$ cat src/rtl/alu_iterative.sv
// Execute-stage ALU: logic, arithmetic, compare, pass-B and bit-serial shifts.
// Latency: 1 cycle from accept to out_valid for most ops; shamt+1 cycles for shifts with a nonzero amount.
// Backpressure: in_ready is high only in IDLE; the result is held in DONE until out_ready is seen.
// Ports: clk/reset (sync, active-high); in_valid/in_ready + Operation/SrcA/SrcB request side;
//        out_valid/out_ready + ALUResult/BranchTaken/Zero result side.
module alu_iterative #(
    parameter int DATA_WIDTH  = 32,
    parameter int SHAMT_WIDTH = 5
) (
    input  logic                  clk,
    input  logic                  reset,
    input  logic                  in_valid,
    output logic                  in_ready,
    input  logic [3:0]            Operation,
    input  logic [DATA_WIDTH-1:0] SrcA,
    input  logic [DATA_WIDTH-1:0] SrcB,
    output logic                  out_valid,
    input  logic                  out_ready,
    output logic [DATA_WIDTH-1:0] ALUResult,
    output logic                  BranchTaken,
    output logic                  Zero
);

    localparam logic [3:0] OP_AND = 4'b0000;
    localparam logic [3:0] OP_OR  = 4'b0001;
    localparam logic [3:0] OP_ADD = 4'b0010;
    localparam logic [3:0] OP_SUB = 4'b0011;
    localparam logic [3:0] OP_SLL = 4'b0100;
    localparam logic [3:0] OP_SRL = 4'b0101;
    localparam logic [3:0] OP_SRA = 4'b0111;
    localparam logic [3:0] OP_EQ  = 4'b1000;
    localparam logic [3:0] OP_XOR = 4'b1001;
    localparam logic [3:0] OP_LUI = 4'b1010;
    localparam logic [3:0] OP_LT  = 4'b1100;
    localparam logic [3:0] OP_NE  = 4'b1101;
    localparam logic [3:0] OP_GE  = 4'b1110;

    localparam logic [SHAMT_WIDTH-1:0] CNT_ZERO = '0;
    localparam logic [SHAMT_WIDTH-1:0] CNT_ONE  = {{(SHAMT_WIDTH-1){1'b0}}, 1'b1};

    typedef enum logic [1:0] {
        S_IDLE  = 2'd0,
        S_SHIFT = 2'd1,
        S_DONE  = 2'd2
    } state_t;

    state_t                  state_q, state_d;
    logic [3:0]              op_q, op_d;
    logic [DATA_WIDTH-1:0]   work_q, work_d;
    logic [SHAMT_WIDTH-1:0]  cnt_q, cnt_d;
    logic [DATA_WIDTH-1:0]   result_q, result_d;
    logic                    branch_q, branch_d;

    logic [SHAMT_WIDTH-1:0]  shamt;
    logic                    is_shift;
    logic [DATA_WIDTH-1:0]   alu_res;
    logic                    alu_br;
    logic [DATA_WIDTH-1:0]   step;

    assign shamt    = SrcB[SHAMT_WIDTH-1:0];
    assign is_shift = (Operation == OP_SLL) || (Operation == OP_SRL) || (Operation == OP_SRA);

    // Single-cycle result for everything except a shift by a nonzero amount;
    // a shift by zero reaches here and simply passes A through.
    always_comb begin
        alu_res = '0;
        alu_br  = 1'b0;
        unique case (Operation)
            OP_AND: alu_res = SrcA & SrcB;
            OP_OR:  alu_res = SrcA | SrcB;
            OP_ADD: alu_res = SrcA + SrcB;
            OP_SUB: alu_res = SrcA - SrcB;
            OP_XOR: alu_res = SrcA ^ SrcB;
            OP_SLL, OP_SRL, OP_SRA: alu_res = SrcA;
            OP_LT: begin
                alu_res = {{(DATA_WIDTH-1){1'b0}}, ($signed(SrcA) < $signed(SrcB))};
                alu_br  = alu_res[0];
            end
            OP_EQ: begin
                alu_res = {{(DATA_WIDTH-1){1'b0}}, (SrcA == SrcB)};
                alu_br  = alu_res[0];
            end
            OP_NE: begin
                alu_res = {{(DATA_WIDTH-1){1'b0}}, (SrcA != SrcB)};
                alu_br  = alu_res[0];
            end
            OP_GE: begin
                alu_res = {{(DATA_WIDTH-1){1'b0}}, ($signed(SrcA) >= $signed(SrcB))};
                alu_br  = alu_res[0];
            end
            OP_LUI: alu_res = SrcB;
            default: begin
                alu_res = '0;
                alu_br  = 1'b0;
            end
        endcase
    end

    // One-bit shift of the working register in the latched direction.
    always_comb begin
        step = work_q;
        case (op_q)
            OP_SLL:  step = {work_q[DATA_WIDTH-2:0], 1'b0};
            OP_SRL:  step = {1'b0, work_q[DATA_WIDTH-1:1]};
            OP_SRA:  step = {work_q[DATA_WIDTH-1], work_q[DATA_WIDTH-1:1]};
            default: step = work_q;
        endcase
    end

    always_comb begin
        state_d  = state_q;
        op_d     = op_q;
        work_d   = work_q;
        cnt_d    = cnt_q;
        result_d = result_q;
        branch_d = branch_q;
        unique case (state_q)
            S_IDLE: begin
                if (in_valid) begin
                    if (is_shift && (shamt != CNT_ZERO)) begin
                        state_d = S_SHIFT;
                        op_d    = Operation;
                        work_d  = SrcA;
                        cnt_d   = shamt;
                    end else begin
                        state_d  = S_DONE;
                        result_d = alu_res;
                        branch_d = alu_br;
                    end
                end
            end
            S_SHIFT: begin
                // result_q is untouched until the last step so Zero keeps
                // reflecting the previous completed result.
                work_d = step;
                cnt_d  = cnt_q - CNT_ONE;
                if (cnt_q == CNT_ONE) begin
                    state_d  = S_DONE;
                    result_d = step;
                    branch_d = 1'b0;
                end
            end
            S_DONE: begin
                if (out_ready) begin
                    state_d = S_IDLE;
                end
            end
            default: state_d = S_IDLE;
        endcase
    end

    always_ff @(posedge clk) begin
        if (reset) begin
            state_q  <= S_IDLE;
            op_q     <= OP_AND;
            work_q   <= '0;
            cnt_q    <= '0;
            result_q <= '0;
            branch_q <= 1'b0;
        end else begin
            state_q  <= state_d;
            op_q     <= op_d;
            work_q   <= work_d;
            cnt_q    <= cnt_d;
            result_q <= result_d;
            branch_q <= branch_d;
        end
    end

    assign in_ready    = (state_q == S_IDLE);
    assign out_valid   = (state_q == S_DONE);
    assign ALUResult   = result_q;
    assign BranchTaken = branch_q;
    assign Zero        = (result_q == '0);

endmodule
$ cat config.mk
export PLATFORM = sky130hd
export DESIGN_NAME = alu_iterative
export DESIGN_NICKNAME = d
export VERILOG_FILES = /design/src/rtl/alu_iterative.sv
export SDC_FILE = /design/constraint.sdc
export NUM_CORES = 1
export LEC_CHECK = 0
export CORE_MARGIN = 2
export CORE_UTILIZATION = 42
export CTS_BUF_LIST = sky130_fd_sc_hd__clkbuf_16
export CTS_CLUSTER_SIZE = 16
export DETAILED_ROUTE_END_ITERATION = 16
export PLACE_DENSITY_LB_ADDON = 0.05
export SETUP_SLACK_MARGIN = 0.3
export SLEW_MARGIN = 20
export SYNTH_ARGS = -nofsm -noshare
export SYNTH_HDL_FRONTEND = slang
export SYNTH_SLANG_ARGS = --single-unit
$ cat constraint.sdc
create_clock -name clk -period 3.55 [get_ports clk]
set_clock_uncertainty 0.1 [all_clocks]
set_input_delay 0.355 -clock clk [delete_from_list [all_inputs] [get_ports clk]]
set_output_delay 0.355 -clock clk [all_outputs]
set_load 0.05 [all_outputs]
# After elaboration in Yosys (flattened, before gate mapping)
# Index checks and enable logic that the tools add are counted.
dict set report classes {
  n_addsub 3
  n_lt_le_gt_ge 2
  eq_ne 25
  muxes 22
  bitwise 3
  n_reduce_logical 13
}
# cell count
set ops {}
lappend ops {{32-bit case mux with 11 select lines} 1}
lappend ops {{32-bit 2-to-1 mux} 5}
lappend ops {{32-bit case mux with 2 select lines} 2}
lappend ops {{32-bit case mux with 3 select lines} 1}
lappend ops {{32-bit adder} 1}
lappend ops {{32-bit bitwise AND} 1}
lappend ops {{32-bit == test} 1}
lappend ops {{32-bit greater-or-equal comparator} 1}
lappend ops {{32-bit zero test} 1}
lappend ops {{32-bit less-than comparator} 1}
lappend ops {{32-bit inequality test} 1}
lappend ops {{32-bit bitwise OR} 1}
lappend ops {{32-bit subtractor} 1}
lappend ops {{32-bit bitwise XOR} 1}
lappend ops {{4-bit by 3-bit == test with 1-bit output (second input constant)} 6}
lappend ops {{4-bit == test (second input constant)} 6}
lappend ops {{5-bit 2-to-1 mux} 2}
lappend ops {{5-bit case mux with 2 select lines} 1}
lappend ops {{3-bit AND reduction} 3}
lappend ops {{4-bit by 2-bit == test with 1-bit output (second input constant)} 2}
lappend ops {{2-bit 2-to-1 mux} 4}
lappend ops {{2-bit inequality test (second input constant)} 3}
lappend ops {{2-bit case mux with 3 select lines} 1}
lappend ops {{5-bit by 1-bit == test with 1-bit output (second input constant)} 1}
lappend ops {{other kinds (16)} 20}
dict set report totals {
  ff_bits 76
  input_bits 72
  output_inout_bits 36
  wordCells 74
}

# Logic depth before layout (Yosys ltp)
# Gate-level depths: netlist (run 1).
dict set report depth {
  depth_word 7
  ltp_mapped 12
  mapped_depth_nobuf 12
}

# Least setup slack after synthesis (run 1)
# No wires, ideal clock.
dict set report synth_path {
  kind {input to register}
  start {input SrcA[0]}
  end {register result_q[18], in the netlist ALUResult[18]}
  setup_time_ns 0.127
  t_arrival_ns 2.658
  t_required_ns 3.323
  slack_ns 0.665
  cell_stages 10
  n_path_buf 0
  cell_sequence {ha_1 -> fa_1 -> a21o_1 -> a311o_1 -> nand2_1 -> a31o_1 -> a21oi_1 -> a221o_1 -> a2111oi_2 -> nor3_1}
}
dict set report synth_between {
  elab_chain_len 5
  word_cells_on_any_way 6
  classes_between {add/sub (2); mux (4)}
}
# item line
set synth_rtl {}
lappend synth_rtl {{start: declaration} 15} ;# input logic [DATA_WIDTH-1:0] SrcA,
lappend synth_rtl {{32-bit subtractor / 32-bit adder (equally long branches)} {72, 71}}
lappend synth_rtl {{32-bit case mux with 11 select lines *} 68} ;# unique case (Operation)
lappend synth_rtl {{32-bit 2-to-1 mux *} 120} ;# if (is_shift && (shamt != CNT_ZERO)) begin
lappend synth_rtl {{32-bit 2-to-1 mux *} 119} ;# if (in_valid) begin
lappend synth_rtl {{32-bit case mux with 2 select lines *} 117} ;# unique case (state_q)
lappend synth_rtl {{end signal: assignment} 165} ;# result_q <= result_d;
lappend synth_rtl {{end: declaration} 51} ;# logic [DATA_WIDTH-1:0] result_q, result_d;
# Mark *: on every way between the ends. The rest lies on a longest branch, timed or not. The select of a mux whose other input is x is not followed.
# A chain may end at the register's enable or synchronous reset.

# Worst setup path in the final report (run 1)
dict set report layout_path {
  start {input SrcB[15]}
  end {register result_q[25], in the netlist ALUResult[25]}
}
dict set report layout_between {
  elab_chain_len 5
  word_cells_on_any_way 6
  classes_between {add/sub (2); mux (4)}
}
# item line
set layout_rtl {}
lappend layout_rtl {{start: declaration} 16} ;# input logic [DATA_WIDTH-1:0] SrcB,
lappend layout_rtl {{32-bit subtractor / 32-bit adder (equally long branches)} {72, 71}}
lappend layout_rtl {{32-bit case mux with 11 select lines *} 68}
lappend layout_rtl {{32-bit 2-to-1 mux *} 120}
lappend layout_rtl {{32-bit 2-to-1 mux *} 119}
lappend layout_rtl {{32-bit case mux with 2 select lines *} 117}
# Marks and branches as above.

==> results of run 1 <==
[power groups by stage]
| stage | clock, mW | sequential [mW] | combinational (mW) |
|---|---|---|---|
| 2_1_floorplan | 0 | 1.10 | 0.910 |
| 3_3_place_gp | 0 | 1.01 | 1.86 |
| 3_5_place_dp | 0 | 1.01 | 1.86 |
| 4_1_cts | 1.06 | 0.989 | 1.89 |
| 5_1_grt | 1.09 | 0.997 | 2.11 |
| 6_report | 1.05 | 0.992 | 1.99 |
[flip-flops by register name, indices dropped and copies added, names as in the netlist]
signal and count:
op_q 4, work_q 32, BranchTaken 1, ALUResult 32, cnt_q 5, state_q 2
[layer usage]
| metal | wire length [um] | part of all wire |
|---|---|---|
| met2 | 21450 | 0.45 |
| met5 | 13 | 0.00028 |
| met4 | 3737 | 0.079 |
| met3 | 3354 | 0.071 |
| met1 | 18700 | 0.40 |
[worst max-delay path: cells and delay by family]
family	cells	cell delay (ns)
AO/OA/AOI/OAI	4	1.02
AND/OR/NAND/NOR	4	0.75
buffers and inverters	4	0.92
adder cells (fa/ha/maj)	1	0.33
[synth_stat cells (all sizes together) (6+ instances only)]
cell / number
nor2: 206
a21oi: 158
ha: 101
inv: 101
nand2: 92
dfxtp: 76
o21ai: 74
clkbuf: 61
nor3: 44
a222oi: 43
buf: 38
nand3: 27
nor4: 27
a211oi: 26
o211ai: 26
a21o: 21
a31oi: 19
o31ai: 17
mux2i: 16
nor2b: 16
a22oi: 15
nand2b: 15
a221oi: 12
nand4: 12
o21bai: 12
a2111oi: 10
and3: 9
xnor2: 8
and2: 7
or3: 7
a311o: 6
a31o: 6
or2: 6
[final timing paths]
kind | start | end | cells past startpoint
worst max-delay path | SrcB[15] | ALUResult[25] | 13
worst min-delay path | reset | work_q[26] | 2
worst max register to register | state_q[0] | ALUResult[28] | 9
worst min register to register | BranchTaken | BranchTaken | 2
[area by class of cell]
type / count / area [um^2]
Clock buffer: 9 / 225.2
Clock inverter: 7 / 98.84
Fill cell: 2272 / 9324
Inverter: 101 / 379.1
Multi-Input combinational cell: 1124 / 7865
Sequential cell: 76 / 1521
Tap cell: 285 / 356.6
Timing Repair Buffer: 345 / 2939
[timing repair]
action / CTS / global route
resized for setup: 27 / 59
hold buffers: 0 / 0
pin swaps: 6 / 16
setup endpoints to repair: 16 / 19
buffers inserted: 1 / 4
[per-stage QoR]
stage | std cells | setup slack (ns) | cell area, um^2
6_report | 1947 | 0.3014 | 13390
3_3_place_gp | 1926 | -0.3342 | 12610
5_1_grt | 1947 | 0.2120 | 13390
3_5_place_dp | 1926 | -0.3075 | 12610
2_1_floorplan | 1400 | 0.6653 | 9748
4_1_cts | 1943 | 0.2354 | 13030
[logic make-up after synthesis]
kind of cell | count (synthesis) | synth area share
AOI/OAI and AO/OA | 506 | 0.3631
and+or+nand+nor | 487 | 0.2354
buffers and inverters | 200 | 0.08343
adders and majority gates | 104 | 0.1348
DFF | 76 | 0.1561
muxes | 18 | 0.01912
xor gates and xnor gates | 9 | 0.008087
==> flow_summary.ini, run 1 <==
[routing]
drc = 0
vias = 12373
drtIter0Drc = 1613
routedWlPerCell_um = 24.27
final_antenna_net_count = 0
viasPerCell = 6.355
first_pass_iters = 7
routed_wl_um = 47250

[sta]
max_freq_ghz = 0.3078
fin_crit_ns = 3.249
tns_ns = 0
setup_viol = 0
period_share = 0.9151
tightestPinTransition_ns = 0.8079
drv_slew = 0
whs_ns = 0.3196
hold_viol_final = 0
slew-limit-headroom = 0.4614
rsz0062_at_grt = true

[power]
ir_drop_mv = 0.2177
internal-power_mw = 2.349
clkPwrFrac = 0.260
p_leak_nw = 5.629
powerDensity_nw_per_um2 = 301.4
p_sw_frac = 0.4178
p_comb_frac = 0.494
total_power_mw = 4.035
power_frac_seq = 0.246
power_switching_mw = 1.686

[synthesis]
synth_seq_area_share = 0.1561
yosys_warnings = 0
syn_avg_cell_area_um2 = 6.963
yosysTopAreaCell = dfxtp_1
synthCells = 1400
synth-seq-cells = 76
syn_area_um2 = 9748
synth_top_area_frac = 0.1561
syn-num-nets = 1575
synth-edff-count = 0
synth_cell_types = 92
synth_ff_type = dfxtp_1
synthArstFlopShare = 0
synthTopCellsByArea = dfxtp_1, ha_1, a21oi_1

[clock_tree]
cts_root_buf = clkbuf_16
insertion_delay_ns = 0.35
cts_tree = yes
cts_buffers = 9
clock-sinks = 76
htreeDepth = 3
clkSlewWorstSetupHoldPaths_ns = 0.07
clock_path_buffers = 2

[cells_and_area]
final_util = 0.5894
areaGrowthSynthToFinish_pct = 37.31
fin_nets = 1832
num_antenna_cells = 0
mostFrequentLayoutCells = buf_4, nor2_1, a21oi_1, inv_1, nand2_1
drive_gt1_frac = 0.2112
final_common_cell = buf_4

[setup_path]
cp-start-kind = input pin
worstSetupPathType = in -> reg
critPathCaptureType = flip-flop
crit_chain = clkdlybuf4s50_1 > inv_1 > ha_1 > buf_4 > nor2_1 > o21ai_0 > a311oi_1 > buf_4 > nor3_1 > a311oi_2 > nor4_1 > nor4b_2 > o32ai_1
crit_arrival_ns = 3.38
cp_common_cell = buf_4
cpMaxStageDelayCell = clkdlybuf4s50_1
crit_fanout = 6
max_stage_delay_ns = 0.49
r2r_slack_ns = 0.66
worstPathRequired_ns = 3.68

[grt]
grt_usage = 0.3777
use_met2 = 0.6260
grt_antenna_before_repair = 1
busiest_layer = met2
grt_pass1_wl_um = 69720
gr-total-overflow = 0
grt_pass1_vias = 11896
grt_max_degree = 50
met1_usage = 0.4582
grtUsageMet3 = 0.04652

[floorplanning]
rows = 55
core_um2 = 22710
io_pins = 108
die-area_um2 = 24440
initial_core_util = 0.4293
die_x_um = 156.3
die_h_um = 156.3

[placed_design]
io_buffers = 107
dp_hpwl_um = 36860
place_congestion = 1.018

[run_status]
outcome = finished, final reports clean

[flow_run]
cap_violations = 0

[worst_hold_path]
hold_path.class = in -> reg
No activity file was read; power rests on OpenSTA's default activity.
==> run 2: changes to the inputs <==
--- a/config.mk
+++ b/config.mk
@@ -6,7 +6,7 @@
 export NUM_CORES = 1
 export LEC_CHECK = 0
 export CORE_MARGIN = 2
-export CORE_UTILIZATION = 42
+export CORE_UTILIZATION = 45
 export CTS_BUF_LIST = sky130_fd_sc_hd__clkbuf_16
 export CTS_CLUSTER_SIZE = 16
 export DETAILED_ROUTE_END_ITERATION = 16
==> run 2 against run 1 <==
Clock-buffer cell count unchanged. Hold slack got worse by 0.11 ns. Critical endpoint unchanged. Largest cell class unchanged. Register-to-register slack improved by 0.09 ns. Critical path depth unchanged.
==> flow_summary.ini, run 2 (synthesized netlist as in run 1, its figures left out) <==
[power]
power_switching_mw = 1.687
internal-power_mw = 2.325
p_comb_frac = 0.511
total_power_mw = 4.012
clkPwrFrac = 0.241
p_leak_nw = 5.846
power_frac_seq = 0.248
powerDensity_nw_per_um2 = 292.3
ir_drop_mv = 0.2948
p_sw_frac = 0.4206

[setup_path]
r2r-end = ALUResult[24]
cp-start-kind = input pin
critPathCaptureType = flip-flop
crit_chain = clkdlybuf4s50_1 > inv_1 > ha_4 > o211a_1 > a211oi_4 > o31ai_2 > a31oi_1 > buf_4 > o31ai_2 > mux2i_1 > nor4b_1 > buf_4 > o32ai_1
crit_arrival_ns = 3.34
worstPathRequired_ns = 3.69
path_buf_inv = 4
rr_worst_depth = 9
cpMaxStageDelayCell = clkdlybuf4s50_1
crit_family = compound AO/OA/AOI/OAI gates
r2r-start = op_q[2]
max_stage_delay_ns = 0.52
worstSetupPathType = in -> reg
r2r_slack_ns = 0.75
crit_fanout = 5

[sta]
hold_viol_final = 0
drv_slew = 0
max_freq_ghz = 0.3118
fin_crit_ns = 3.207
setup_viol = 0
setup_slack_ns = 0.3429
period_share = 0.9034
slew-limit-headroom = 0.4443
tightestPinTransition_ns = 0.8336
rsz0062_at_grt = true

[routing]
routed_wl_um = 45860
routedWlPerCell_um = 23.16
drtIter0Drc = 1615
viasPerCell = 6.441
vias = 12754
final_antenna_net_count = 0
drc = 0
first_pass_iters = 9

[grt]
grt_usage = 0.3960
grt_antenna_before_repair = 1
grt_pass1_wl_um = 68720
gr-total-overflow = 0
grt_pass1_vias = 12148
grt_max_degree = 52

[clock_tree]
cts_root_buf = clkbuf_16
cts_hold_buffers = 0
htreeDepth = 3
clkSlewWorstSetupHoldPaths_ns = 0.07
clock-sinks = 76
clock_path_buffers = 2
cts_tree = yes
insertion_delay_ns = 0.34
cts_buffers = 9

[floorplanning]
die_h_um = 151.2
io_pins = 108
core_um2 = 21150
initial_core_util = 0.4608
rows = 53
die_x_um = 151.2
die-area_um2 = 22860

[worst_hold_path]
hold_depth = 2
hp-start = reset
hold_end = ALUResult[25]
hold_path.class = in -> reg

[cells_and_area]
areaGrowthSynthToFinish_pct = 40.80
final_util = 0.6488
drive_gt1_frac = 0.2353
mostFrequentLayoutCells = buf_4, nor2_1, a21oi_1, inv_1, nand2_1
finalInstanceArea_um2 = 13730
final_common_cell = buf_4
fin_nets = 1874

[placed_design]
pre_cts_slack_ns = -0.4771
io_buffers = 107
place_congestion = 0.9703
dp_hpwl_um = 35670
dpl-instance-area_um2 = 12940

[flow_run]
cap_violations = 0

[run_status]
outcome = finished, final reports clean
-- run 2: layout make-up --
| cell class | instances | area [um^2] |
|---|---|---|
| multi-input combinational | 1124 | 7880 |
| clock buffer | 9 | 225.2 |
| antenna | 1 | 2.502 |
| inverter | 101 | 379.1 |
| sequential | 76 | 1521 |
| timing repair buffer | 387 | 3297 |
| fill | 1897 | 7428 |
| tap | 275 | 344.1 |
| clock inverter | 7 | 76.32 |
-- run 2: stage by stage --
step / hold slack [ns] / TNS, ns / instances
floorplan: 0.3695 / 0 / 1400
global placement: 0.3602 / -2.646 / 1958
detailed placement: 0.3691 / -2.918 / 1958
CTS: 0.2131 / 0 / 1974
global route: 0.2116 / 0 / 1979
finish: 0.2140 / 0 / 1980
-- run 2: metal layers --
layer,wire (um),share of wire,track usage
met4,3572,0.078,0.2617
met5,0,0,0.01818
met1,17670,0.39,0.4755
met3,3978,0.087,0.06446
met2,20630,0.45,0.6498
-- run 2: worst register-to-register path, cell delays in order (launching register included) --
cell,delay (ns)
dfxtp_1,0.36
or3b_2,0.49
nor2_2,0.27
buf_4,0.35
a222oi_1,0.22
o2111a_1,0.34
nand2_1,0.09
a21oi_1,0.05
a311o_1,0.35
o2bb2ai_1,0.12
-- run 2: worst max-delay path by stage --
stage,startpoint,endpoint,slack (ns),cells after the start
final,SrcB[3],ALUResult[25],0.34,13
after global routing,SrcB[7],ALUResult[25],0.26,13
after CTS,SrcB[9],ALUResult[30],0.27,12
after detailed placement,SrcB[9],ALUResult[26],-0.48,12
after global placement,SrcA[9],ALUResult[26],-0.46,12
after floorplan,SrcA[0],ALUResult[18],0.67,10
-- run 2: what timing repair did --
item                       in CTS  in global routing
pin swaps                       5                 30
setup buffers                   0                  5
setup endpoints to repair      14                 22
resized for setup              26                 76
-- run 2: power by group through the flow --
stage	sequential, mW	combinational [mW]	clock [mW]
after floorplan	1.10	0.910	0
after global placement	1.01	1.90	0
after detailed placement	1.01	1.90	0
after CTS	0.991	1.93	0.970
after global routing	0.997	2.17	1.01
final	0.996	2.05	0.967
